### config.mk
export PLATFORM = sky130hd
export DESIGN_NAME = fetch_unit_flat
export DESIGN_NICKNAME = d
export VERILOG_FILES = /design/src/rtl/fetch_pkg.sv /design/src/rtl/fetch_unit_if.sv /design/src/rtl/fetch_buffer.sv /design/src/rtl/fetch_unit.sv /design/src/flat_wrapper.sv
export SDC_FILE = /design/constraint.sdc
export NUM_CORES = 1
export LEC_CHECK = 0
export ABC_AREA = 1
export CAP_MARGIN = 10
export CORE_UTILIZATION = 53
export CTS_CLUSTER_SIZE = 8
export DETAILED_ROUTE_END_ITERATION = 6
export PLACE_DENSITY = 0.85
export SLEW_MARGIN = 10
export SYNTH_ARGS = -nofsm -noshare
export SYNTH_HDL_FRONTEND = slang
export SYNTH_SLANG_ARGS = --single-unit
### constraint.sdc
create_clock -name clk -period 2.8 [get_ports clk]
set_input_delay 0.84 -clock clk [delete_from_list [all_inputs] [get_ports clk]]
set_output_delay 0.84 -clock clk [all_outputs]
set_load 0.05 [all_outputs]
### src/rtl/fetch_pkg.sv
// Shared constants and types for the instruction fetch stage.
// Optional alignment fault logic is enabled with `define FETCH_ALIGN_CHECK_EN.
package fetch_pkg;

    localparam int ADDR_W_DEF = 32;
    localparam int INST_W_DEF = 32;
    localparam int PC_STEP    = 4;
    localparam int BUF_DEPTH  = 2;

    // FETCH: nothing outstanding; WAIT: result wanted; DROP: result discarded
    typedef enum logic [1:0] {
        FETCH = 2'd0,
        WAIT  = 2'd1,
        DROP  = 2'd2
    } fetch_state_e;

    typedef struct packed {
        logic [ADDR_W_DEF-1:0] pc;
        logic [INST_W_DEF-1:0] inst;
    } fetch_entry_t;

endpackage

### src/rtl/fetch_unit_if.sv
// Bus bundle between the fetch stage, instruction memory, execute (redirect)
// and the decoder.
interface fetch_unit_if #(
    parameter int ADDR_W = 32,
    parameter int INST_W = 32
);
    // Handshakes: a transfer happens on a rising edge where valid && ready.
    // The producer holds valid and payload stable until that edge; ready may
    // depend on valid. imem_rsp_valid has no ready: the fetch unit always takes it.
    logic              redirect_valid;
    logic [ADDR_W-1:0] redirect_pc;
    logic              imem_req_valid;
    logic              imem_req_ready;
    logic [ADDR_W-1:0] imem_req_addr;
    logic              imem_rsp_valid;
    logic [INST_W-1:0] imem_rsp_data;
    logic              inst_valid;
    logic              inst_ready;
    logic [INST_W-1:0] inst_data;
    logic [ADDR_W-1:0] inst_pc;
    logic              fetch_fault;

    modport master (
        input  redirect_valid, redirect_pc, imem_req_ready,
               imem_rsp_valid, imem_rsp_data, inst_ready,
        output imem_req_valid, imem_req_addr, inst_valid,
               inst_data, inst_pc, fetch_fault
    );

    modport slave (
        output redirect_valid, redirect_pc, imem_req_ready,
               imem_rsp_valid, imem_rsp_data, inst_ready,
        input  imem_req_valid, imem_req_addr, inst_valid,
               inst_data, inst_pc, fetch_fault
    );

endinterface

### src/rtl/fetch_buffer.sv
// Two-entry in-order FIFO; slot 0 is always the head, so the head output keeps
// its last value once the buffer empties. Flush dominates push and pop.
module fetch_buffer
    import fetch_pkg::*;
#(
    parameter int W = 64
) (
    input  logic         clk,
    input  logic         rst_n,
    input  logic         i_push,
    input  logic         i_pop,
    input  logic         i_flush,
    input  logic [W-1:0] i_data,
    output logic [1:0]   o_count,
    output logic [W-1:0] o_head
);

    logic [W-1:0] r_slot0;
    logic [W-1:0] r_slot1;
    logic [1:0]   r_count;

    always_ff @(posedge clk or negedge rst_n) begin
        if (!rst_n) begin
            r_slot0 <= '0;
            r_slot1 <= '0;
            r_count <= 2'd0;
        end else if (i_flush) begin
            r_count <= 2'd0;
        end else begin
            case ({i_push, i_pop})
                2'b10: begin
                    if (r_count == 2'd0) begin
                        r_slot0 <= i_data;
                        r_count <= 2'd1;
                    end else if (r_count == 2'd1) begin
                        r_slot1 <= i_data;
                        r_count <= 2'd2;
                    end
                end
                2'b01: begin
                    if (r_count == 2'd2) begin
                        r_slot0 <= r_slot1;
                    end
                    if (r_count != 2'd0) begin
                        r_count <= r_count - 2'd1;
                    end
                end
                2'b11: begin
                    // Simultaneous push/pop: occupancy unchanged, order kept
                    if (r_count == 2'd2) begin
                        r_slot0 <= r_slot1;
                        r_slot1 <= i_data;
                    end else begin
                        r_slot0 <= i_data;
                        r_count <= 2'd1;
                    end
                end
                default: ;
            endcase
        end
    end

    assign o_count = r_count;
    assign o_head  = r_slot0;

    a_no_push_when_full: assert property (@(posedge clk) disable iff (!rst_n)
        !(i_push && !i_pop && !i_flush && r_count == 2'(BUF_DEPTH)));

endmodule

### src/rtl/fetch_unit.sv
// Instruction fetch: one outstanding imem request, 2-entry buffer to decode,
// redirect flush. `define FETCH_ALIGN_CHECK_EN enables the sticky alignment fault.
module fetch_unit
    import fetch_pkg::*;
#(
    parameter int                ADDR_W   = ADDR_W_DEF,
    parameter int                INST_W   = INST_W_DEF,
    parameter logic [ADDR_W-1:0] RESET_PC = '0
) (
    input  logic         clk,
    input  logic         rst_n,
    fetch_unit_if.master bus,
    output fetch_state_e o_dbg_state
);

    fetch_state_e        r_state;
    logic [ADDR_W-1:0]   r_pc;
    logic [ADDR_W-1:0]   r_req_pc;

    logic [ADDR_W-1:0]   w_redirect_pc;
    logic                w_fault;
    logic                w_req_valid;
    logic                w_req_fire;
    logic                w_push;
    logic                w_pop;
    logic [1:0]          w_count;
    logic [ADDR_W+INST_W-1:0] w_head;

`ifdef FETCH_ALIGN_CHECK_EN
    logic r_fault;

    assign w_redirect_pc = bus.redirect_pc;

    always_ff @(posedge clk or negedge rst_n) begin
        if (!rst_n) begin
            r_fault <= 1'b0;
        end else if (bus.redirect_valid && (bus.redirect_pc[1:0] != 2'b00)) begin
            r_fault <= 1'b1;
        end
    end

    assign w_fault = r_fault;
`else
    assign w_redirect_pc = bus.redirect_pc & ~ADDR_W'(PC_STEP - 1);
    assign w_fault       = 1'b0;
`endif

    // Credit: never issue unless the buffer can take the eventual response
    assign w_req_valid = rst_n && (r_state == FETCH) && (w_count != 2'(BUF_DEPTH))
                         && !bus.redirect_valid && !w_fault;
    assign w_req_fire  = w_req_valid && bus.imem_req_ready;
    assign w_push      = (r_state == WAIT) && bus.imem_rsp_valid && !bus.redirect_valid;
    assign w_pop       = (w_count != 2'd0) && bus.inst_ready && !bus.redirect_valid;

    always_ff @(posedge clk or negedge rst_n) begin
        if (!rst_n) begin
            r_state  <= FETCH;
            r_pc     <= RESET_PC;
            r_req_pc <= '0;
        end else begin
            if (bus.redirect_valid) begin
                r_pc <= w_redirect_pc;
            end else if (w_req_fire) begin
                r_pc     <= r_pc + ADDR_W'(PC_STEP);
                r_req_pc <= r_pc;
            end

            case (r_state)
                FETCH: begin
                    if (w_req_fire) begin
                        r_state <= WAIT;
                    end
                end
                WAIT: begin
                    if (bus.imem_rsp_valid) begin
                        r_state <= FETCH;
                    end else if (bus.redirect_valid) begin
                        r_state <= DROP;
                    end
                end
                DROP: begin
                    if (bus.imem_rsp_valid) begin
                        r_state <= FETCH;
                    end
                end
                default: r_state <= FETCH;
            endcase
        end
    end

    fetch_buffer #(
        .W (ADDR_W + INST_W)
    ) u_buffer (
        .clk     (clk),
        .rst_n   (rst_n),
        .i_push  (w_push),
        .i_pop   (w_pop),
        .i_flush (bus.redirect_valid),
        .i_data  ({r_req_pc, bus.imem_rsp_data}),
        .o_count (w_count),
        .o_head  (w_head)
    );

    assign bus.imem_req_valid = w_req_valid;
    assign bus.imem_req_addr  = r_pc;
    assign bus.inst_valid     = (w_count != 2'd0);
    assign bus.inst_pc        = w_head[ADDR_W+INST_W-1:INST_W];
    assign bus.inst_data      = w_head[INST_W-1:0];
    assign bus.fetch_fault    = w_fault;
    assign o_dbg_state        = r_state;

endmodule

### src/flat_wrapper.sv
// flat-port wrapper written by rule: the top's interface ports become plain ports
module fetch_unit_flat import fetch_pkg::*;
#(
    parameter int                ADDR_W   = ADDR_W_DEF,
    parameter int                INST_W   = INST_W_DEF,
    parameter logic [ADDR_W-1:0] RESET_PC = '0
)
  (clk, rst_n, o_dbg_state, bus_redirect_valid, bus_redirect_pc, bus_imem_req_ready, bus_imem_rsp_valid, bus_imem_rsp_data, bus_inst_ready, bus_imem_req_valid, bus_imem_req_addr, bus_inst_valid, bus_inst_data, bus_inst_pc, bus_fetch_fault);
  fetch_unit_if #(.ADDR_W(ADDR_W), .INST_W(INST_W)) bus_i ();
  input  logic clk;
  input  logic rst_n;
  output fetch_state_e o_dbg_state;
  input wire logic [$bits(bus_i.redirect_valid)-1:0] bus_redirect_valid;
  input wire logic [$bits(bus_i.redirect_pc)-1:0] bus_redirect_pc;
  input wire logic [$bits(bus_i.imem_req_ready)-1:0] bus_imem_req_ready;
  input wire logic [$bits(bus_i.imem_rsp_valid)-1:0] bus_imem_rsp_valid;
  input wire logic [$bits(bus_i.imem_rsp_data)-1:0] bus_imem_rsp_data;
  input wire logic [$bits(bus_i.inst_ready)-1:0] bus_inst_ready;
  output wire logic [$bits(bus_i.imem_req_valid)-1:0] bus_imem_req_valid;
  output wire logic [$bits(bus_i.imem_req_addr)-1:0] bus_imem_req_addr;
  output wire logic [$bits(bus_i.inst_valid)-1:0] bus_inst_valid;
  output wire logic [$bits(bus_i.inst_data)-1:0] bus_inst_data;
  output wire logic [$bits(bus_i.inst_pc)-1:0] bus_inst_pc;
  output wire logic [$bits(bus_i.fetch_fault)-1:0] bus_fetch_fault;
  assign bus_i.redirect_valid = bus_redirect_valid;
  assign bus_i.redirect_pc = bus_redirect_pc;
  assign bus_i.imem_req_ready = bus_imem_req_ready;
  assign bus_i.imem_rsp_valid = bus_imem_rsp_valid;
  assign bus_i.imem_rsp_data = bus_imem_rsp_data;
  assign bus_i.inst_ready = bus_inst_ready;
  assign bus_imem_req_valid = bus_i.imem_req_valid;
  assign bus_imem_req_addr = bus_i.imem_req_addr;
  assign bus_inst_valid = bus_i.inst_valid;
  assign bus_inst_data = bus_i.inst_data;
  assign bus_inst_pc = bus_i.inst_pc;
  assign bus_fetch_fault = bus_i.fetch_fault;
  fetch_unit #(.ADDR_W(ADDR_W), .INST_W(INST_W), .RESET_PC(RESET_PC)) u_core (.clk(clk), .rst_n(rst_n), .bus(bus_i), .o_dbg_state(o_dbg_state));
endmodule
==> out/results.tsv, run 1 <==
metric	value	unit
outcome	finished, final reports clean	
clkSinkCount	189	
cts_setup_buffers	0	
die_w	133.8	um
worst-slew-pin-transition	0.9998	ns
grt_start_max_net_pins	190	
clk_path_buf_depth	2	
postRouteWirelength	22650	um
p_seq_share	40.0	%
stdcell_area	11750	um2
power.density	754.7	nW/um2
drive_gt1_share	7.011	%
finalPower	8.870	mW
insertedDiodeCount	0	
maxCapViolCount	0	
cp_max_fo	4	
setup_slack	0.1781	ns
critPathLaunchType	primary input	
skew	0.007662	ns
power_leakage	5.635	nW
antenna_found_initial	0	
via_per_inst	5.210	
synth-seq-cells	189	
cts-htree-levels	4	
overflow	0	
cts_made_buffers	17	
arrival	1.78	ns
internal_power	5.470	mW
final_nets	1420	
path_clk_slew	0.06	ns
clk_latency	0.43	ns
rows	47	
wire_per_inst	14.38	um
firstDrtPassIters	5	
drt_iter0_drc	565	
period_share	93.64	%
ios	171	
p_clk_share	25.7	%
dpl.cell_count	1543	
ant_nets	0	
core_area	16760	um2
swShare	38.33	%
first_global_vias	7910	
critical_path_class	in -> out	
worstPathRequired	1.96	ns
ys_warn_count	0	
syn_area	9213	um2
tritoncts	built	
areaGrowthSynthToFinish	27.58	%
hold_buffers	0	
p_comb_share	34.3	%
maxSlewViolCount	0	
rsz0062_at_grt	false	
fin_crit	2.622	ns
place_worst_setup_slack	-0.2188	ns
place_congestion	0.8919	
synth.distinct_cells	31	
fmax	381.4	MHz
setup_viol	0	
hold_viol	0	
yosysSeqAreaShare	51.34	%
floorplan.initialDensity	54.97	%
synth.avg_cell_area	7.774	um2
dpl_cell_area	11200	um2
hold_path_class	reg -> reg	
grt_usage	27.02	%
die-area	17910	um2
grt_pass1_wl	38660	um
vias	8206	
ir_drop	0.4681	mV
stdcell_count	1575	
critPathCaptureType	primary output	
port_buffers	165	
dpl.hpwl	15250	um
clockRootBuffer	clkbuf_16	
drc_errors	0	
max-slew-margin-rel	33.34	%
power.switching	3.400	mW
die-height	133.8	um
syn_inst	1185	
==> synth_stat cells, drive strengths merged <==
cell      n  share of area, %
and2      3              0.20
or2       1             0.068
nand2   430                18
dfrtp   189                51
ha        8               1.1
or4       1             0.082
xnor2     2              0.19
a21oi     2              0.11
conb      1             0.041
buf      41               3.1
nand3   120               6.6
clkbuf   21              0.86
o21ai   181               9.9
inv     124               5.1
nor2     51               2.7
nand4     1              0.23
clkinv    1             0.054
o211ai    5              0.41
xor2      1             0.095
o31ai     1             0.082
nor3      1              0.11
==> path summary, 6_finish.rpt <==
check / start / end / slack, ns / cells after the start
max in group asynchronous: rst_n / u_core.u_buffer.o_head[0] / 1.43 / 2
worst max register to register: u_core.u_buffer.o_count[0] / u_core.u_buffer.r_slot1[59] / 0.52 / 14
worst max-delay path: bus_redirect_valid / bus_imem_req_valid / 0.18 / 6
min in group asynchronous: rst_n / u_core.u_buffer.o_head[38] / 0.66 / 2
worst min-delay path: u_core.u_buffer.o_head[51] / u_core.u_buffer.o_head[51] / 0.48 / 2
worst min register to register: u_core.u_buffer.o_head[51] / u_core.u_buffer.o_head[51] / 0.48 / 2
==> logic make-up (layout without fill, tap and decap cells) <==
| kind of cell | Yosys count | count (layout) | synth area share (%) |
|---|---|---|---|
| AND/OR/NAND/NOR | 608 | 608 | 27.65 |
| AO/OA/AOI/OAI | 189 | 189 | 10.51 |
| flip-flops | 189 | 189 | 51.34 |
| buffers and inverters | 187 | 355 | 9.086 |
| adder cells (fa/ha/maj) | 8 | 8 | 1.087 |
| XOR/XNOR | 3 | 3 | 0.2853 |
| other | 1 | 3 | 0.04071 |
==> layout make-up <==
class | count | area (um2)
Clock buffer | 23 | 498.0
Clock inverter | 9 | 60.06
Fill cell | 1309 | 5006
Inverter | 125 | 470.5
Multi-Input combinational cell | 811 | 3661
Sequential cell | 189 | 4730
Tap cell | 220 | 275.3
Timing Repair Buffer | 198 | 2059
==> flip-flops by register name, indices dropped and copies added, names as in the netlist <==
signal	count
u_core.r_req_pc	30
u_core.u_buffer.o_head	63
u_core.u_buffer.r_slot1	62
u_core.u_buffer.o_count	2
u_core.bus.imem_req_addr	30
u_core.o_dbg_state	2
==> repair_timing <==
action / CTS / global route
endpoints found under the setup margin: 1 / 0
hold endpoints to repair: 0 / 0
resized for setup: 1 / 0
==> power by group through the flow <==
stage | logic (mW) | registers (mW) | clock network, mW
floorplan | 0.688 | 4.78 | 0
global placement | 2.98 | 3.56 | 0
detailed placement | 3.04 | 3.59 | 0
CTS | 3.06 | 3.55 | 2.32
global route | 3.23 | 3.60 | 2.45
finish | 3.04 | 3.55 | 2.28
==> metrics by stage <==
stage,hold slack [ns],utilization [%],setup TNS (ns)
floorplan,0.4530,-,0
global placement,0.4609,66.81,-11.69
detailed placement,0.4648,66.81,-21.15
CTS,0.4825,70.13,0
global route,0.4982,70.13,0
finish,0.4765,70.13,0
==> cells in the final DEF, fill, tap and decap left out, drive strengths merged <==
cell / count
clkinvlp: 3
o211ai: 5
ha: 8
or2: 1
nor2: 51
nand4: 1
o21ai: 181
clkinv: 6
or4: 1
inv: 125
clkbuf: 24
clkdlybuf4s50: 161
dlygate4sd2: 1
and2: 3
a21oi: 2
nor3: 1
buf: 35
conb: 3
o31ai: 1
nand2: 430
xor2: 1
nand3: 120
dfrtp: 189
xnor2: 2
==> per-layer routing <==
metal,global-route usage (%),vias to the layer above,share of wire [%]
met1,38.21,3798,44
met3,5.745,38,7.1
met4,8.396,0,1.9
met5,0,-,0
met2,41.80,316,47
li1,-,4054,-
==> worst max-delay path: stages <==
cell and delay (ns):
dlygate4sd2_1 0.30, buf_4 0.19, nor2_4 0.12, nand3_2 0.09, inv_1 0.10, buf_12 0.14
No activity file was read; power rests on OpenSTA's default activity.
==> run 2: changes to the inputs <==
- REMOVE_ABC_BUFFERS: default -> 1
- SLEW_MARGIN: 10 -> 5
==> out/results.tsv, run 2 (synthesis results as in run 1) <==
metric	value	unit	change
maxSlewViolCount	0		unchanged
floorplan.initialDensity	54.97	%	unchanged
grt_usage	26.98	%	was 27.02%
hold_path_class	reg -> reg		unchanged
worst-slew-pin-transition	0.8812	ns	was 0.9998 ns
cpPeakStageDelay	0.88	ns	was 0.30 ns
clk_path_buf_depth	2		unchanged
stdcell_area	11820	um2	was 11750 um2
path_clk_slew	0.06	ns	about the same
finalPower	9.136	mW	was 8.870 mW
grt.busiest_layer	met2		unchanged
cts-htree-levels	4		unchanged
setup_slack	0.1861	ns	was 0.1781 ns
antenna_found_initial	0		unchanged
dpl_cell_area	11190	um2	was 11200 um2
dpl.hpwl	15580	um	was 15250 um
cp_cell_sequence	clkdlybuf4s50_1		was dlygate4sd2_1, buf_4, nor2_4, nand3_2, inv_1, buf_12
grt_use_met3	5.064	%	was 5.745%
ant_nets	0		unchanged
ios	171		unchanged
slowest_stage	clkdlybuf4s50_1		was dlygate4sd2_1
clk_latency	0.42	ns	was 0.43 ns
core_area	16760	um2	unchanged
maxCapViolCount	0		unchanged
clockRootBuffer	clkbuf_16		unchanged
drt_iter0_drc	642		was 565
rsz0062_at_grt	false		unchanged
place_worst_setup_slack	-0.1971	ns	was -0.2188 ns
period_share	93.35	%	was 93.64%
fillers	1320		was 1309
firstDrtPassIters	7		was 5
hold_viol	0		unchanged
drive_gt1_share	6.805	%	was 7.011%
postRouteWirelength	22650	um	unchanged
rows	47		unchanged
critPathCaptureType	primary output		unchanged
cts_setup_buffers	0		unchanged
cts_made_buffers	17		unchanged
skew	0.01016	ns	was 0.007662 ns
drc_errors	1		was 0
die-area	17910	um2	unchanged
path_buf_inv	1		was 4
vias	8290		was 8206
fin_util	70.53	%	was 70.13%
final_nets	1417		was 1420
final_common_cell	nand2_1		unchanged
arrival	1.77	ns	was 1.78 ns
gr-usage-met2	44.16	%	was 41.80%
grt_pass1_wl	38640	um	was 38660 um
fmax	382.6	MHz	was 381.4 MHz
grt_start_max_net_pins	121		was 190
worstPathRequired	1.96	ns	about the same
overflow	0		unchanged
first_global_vias	7965		was 7910
largest_register_ffs	63		unchanged
ir_drop	0.4752	mV	was 0.4681 mV
layout_common_cells	nand2_1, dfrtp_1, clkdlybuf4s50_1		unchanged
violations	design-rule violations		
max-slew-margin-rel	41.25	%	was 33.34%
cp_max_fo	6		was 4
via_per_inst	5.274		was 5.210
die-height	133.8	um	unchanged
wire_per_inst	14.41	um	was 14.38 um
grtUsageMet1	36.55	%	was 38.21%
outcome	finished, violations left		was finished, final reports clean
die_w	133.8	um	unchanged
critical-path-top-delay-family	buffers and inverters		unchanged
port_buffers	165		unchanged
areaGrowthSynthToFinish	28.30	%	was 27.58%
setup_viol	0		unchanged
insertedDiodeCount	0		unchanged
power_leakage	5.663	nW	was 5.635 nW
tritoncts	built		unchanged
place_congestion	0.9563		was 0.8919
fin_crit	2.614	ns	was 2.622 ns
critPathLaunchType	register		was primary input
clkSinkCount	189		unchanged
critical_path_class	reg -> out		was in -> out
power.density	772.9	nW/um2	was 754.7 nW/um2
run 2: final cells by class:
cell class	count	area (um2)	share of cell area, %
Timing Repair Buffer	195	2049	17.34
Sequential cell	189	4730	40.01
Tap cell	220	275.3	2.329
Clock inverter	11	163.9	1.387
Clock buffer	21	470.5	3.980
Inverter	125	470.5	3.980
Multi-Input combinational cell	811	3661	30.97
run 2: final timing paths:
path / slack [ns] / to / cells after the start / start
min in group asynchronous: 0.54 / u_core.bus.imem_req_addr[29] / 2 / rst_n
min: 0.48 / u_core.u_buffer.o_head[31] / 2 / u_core.u_buffer.o_head[31]
min reg2reg: 0.48 / u_core.u_buffer.o_head[31] / 2 / u_core.u_buffer.o_head[31]
max in group asynchronous: 1.49 / u_core.u_buffer.o_head[17] / 2 / rst_n
max reg2reg: 0.51 / u_core.u_buffer.r_slot1[59] / 13 / u_core.u_buffer.o_count[0]
max: 0.19 / bus_imem_req_addr[8] / 1 / u_core.bus.imem_req_addr[8]
run 2: timing repair:
| action | CTS | global route |
|---|---|---|
| hold buffers | 0 | 0 |
| endpoints found under the hold margin | 0 | 0 |
| endpoints found under the setup margin | 1 | 0 |
| gates resized for setup | 1 | 0 |
run 2: power breakdown:
group          leakage (nW)  switching [mW]  internal, mW
sequential             2.48           0.321          3.22
clock                 0.309            1.01          1.56
combinational          2.87            2.02          1.00
total                  5.66            3.35          5.78
run 2: stage by stage:
| step | TNS, ns | instances | hold WS, ns |
|---|---|---|---|
| after floorplan | -97.12 | 1125 | 0.4530 |
| after global placement | -11.12 | 1540 | 0.4614 |
| after detailed placement | -18.63 | 1540 | 0.4644 |
| after CTS | 0 | 1572 | 0.4818 |
| after global routing | 0 | 1572 | 0.4993 |
| final | 0 | 1572 | 0.4765 |
run 2: metal layers:
| layer | routed length, um | part of all wire (%) | vias to the layer above |
|---|---|---|---|
| met5 | 0 | 0 | - |
| met4 | 431 | 1.9 | 0 |
| met3 | 1285 | 5.7 | 30 |
| met2 | 11030 | 49 | 290 |
| met1 | 9905 | 44 | 3917 |
| li1 | - | - | 4053 |
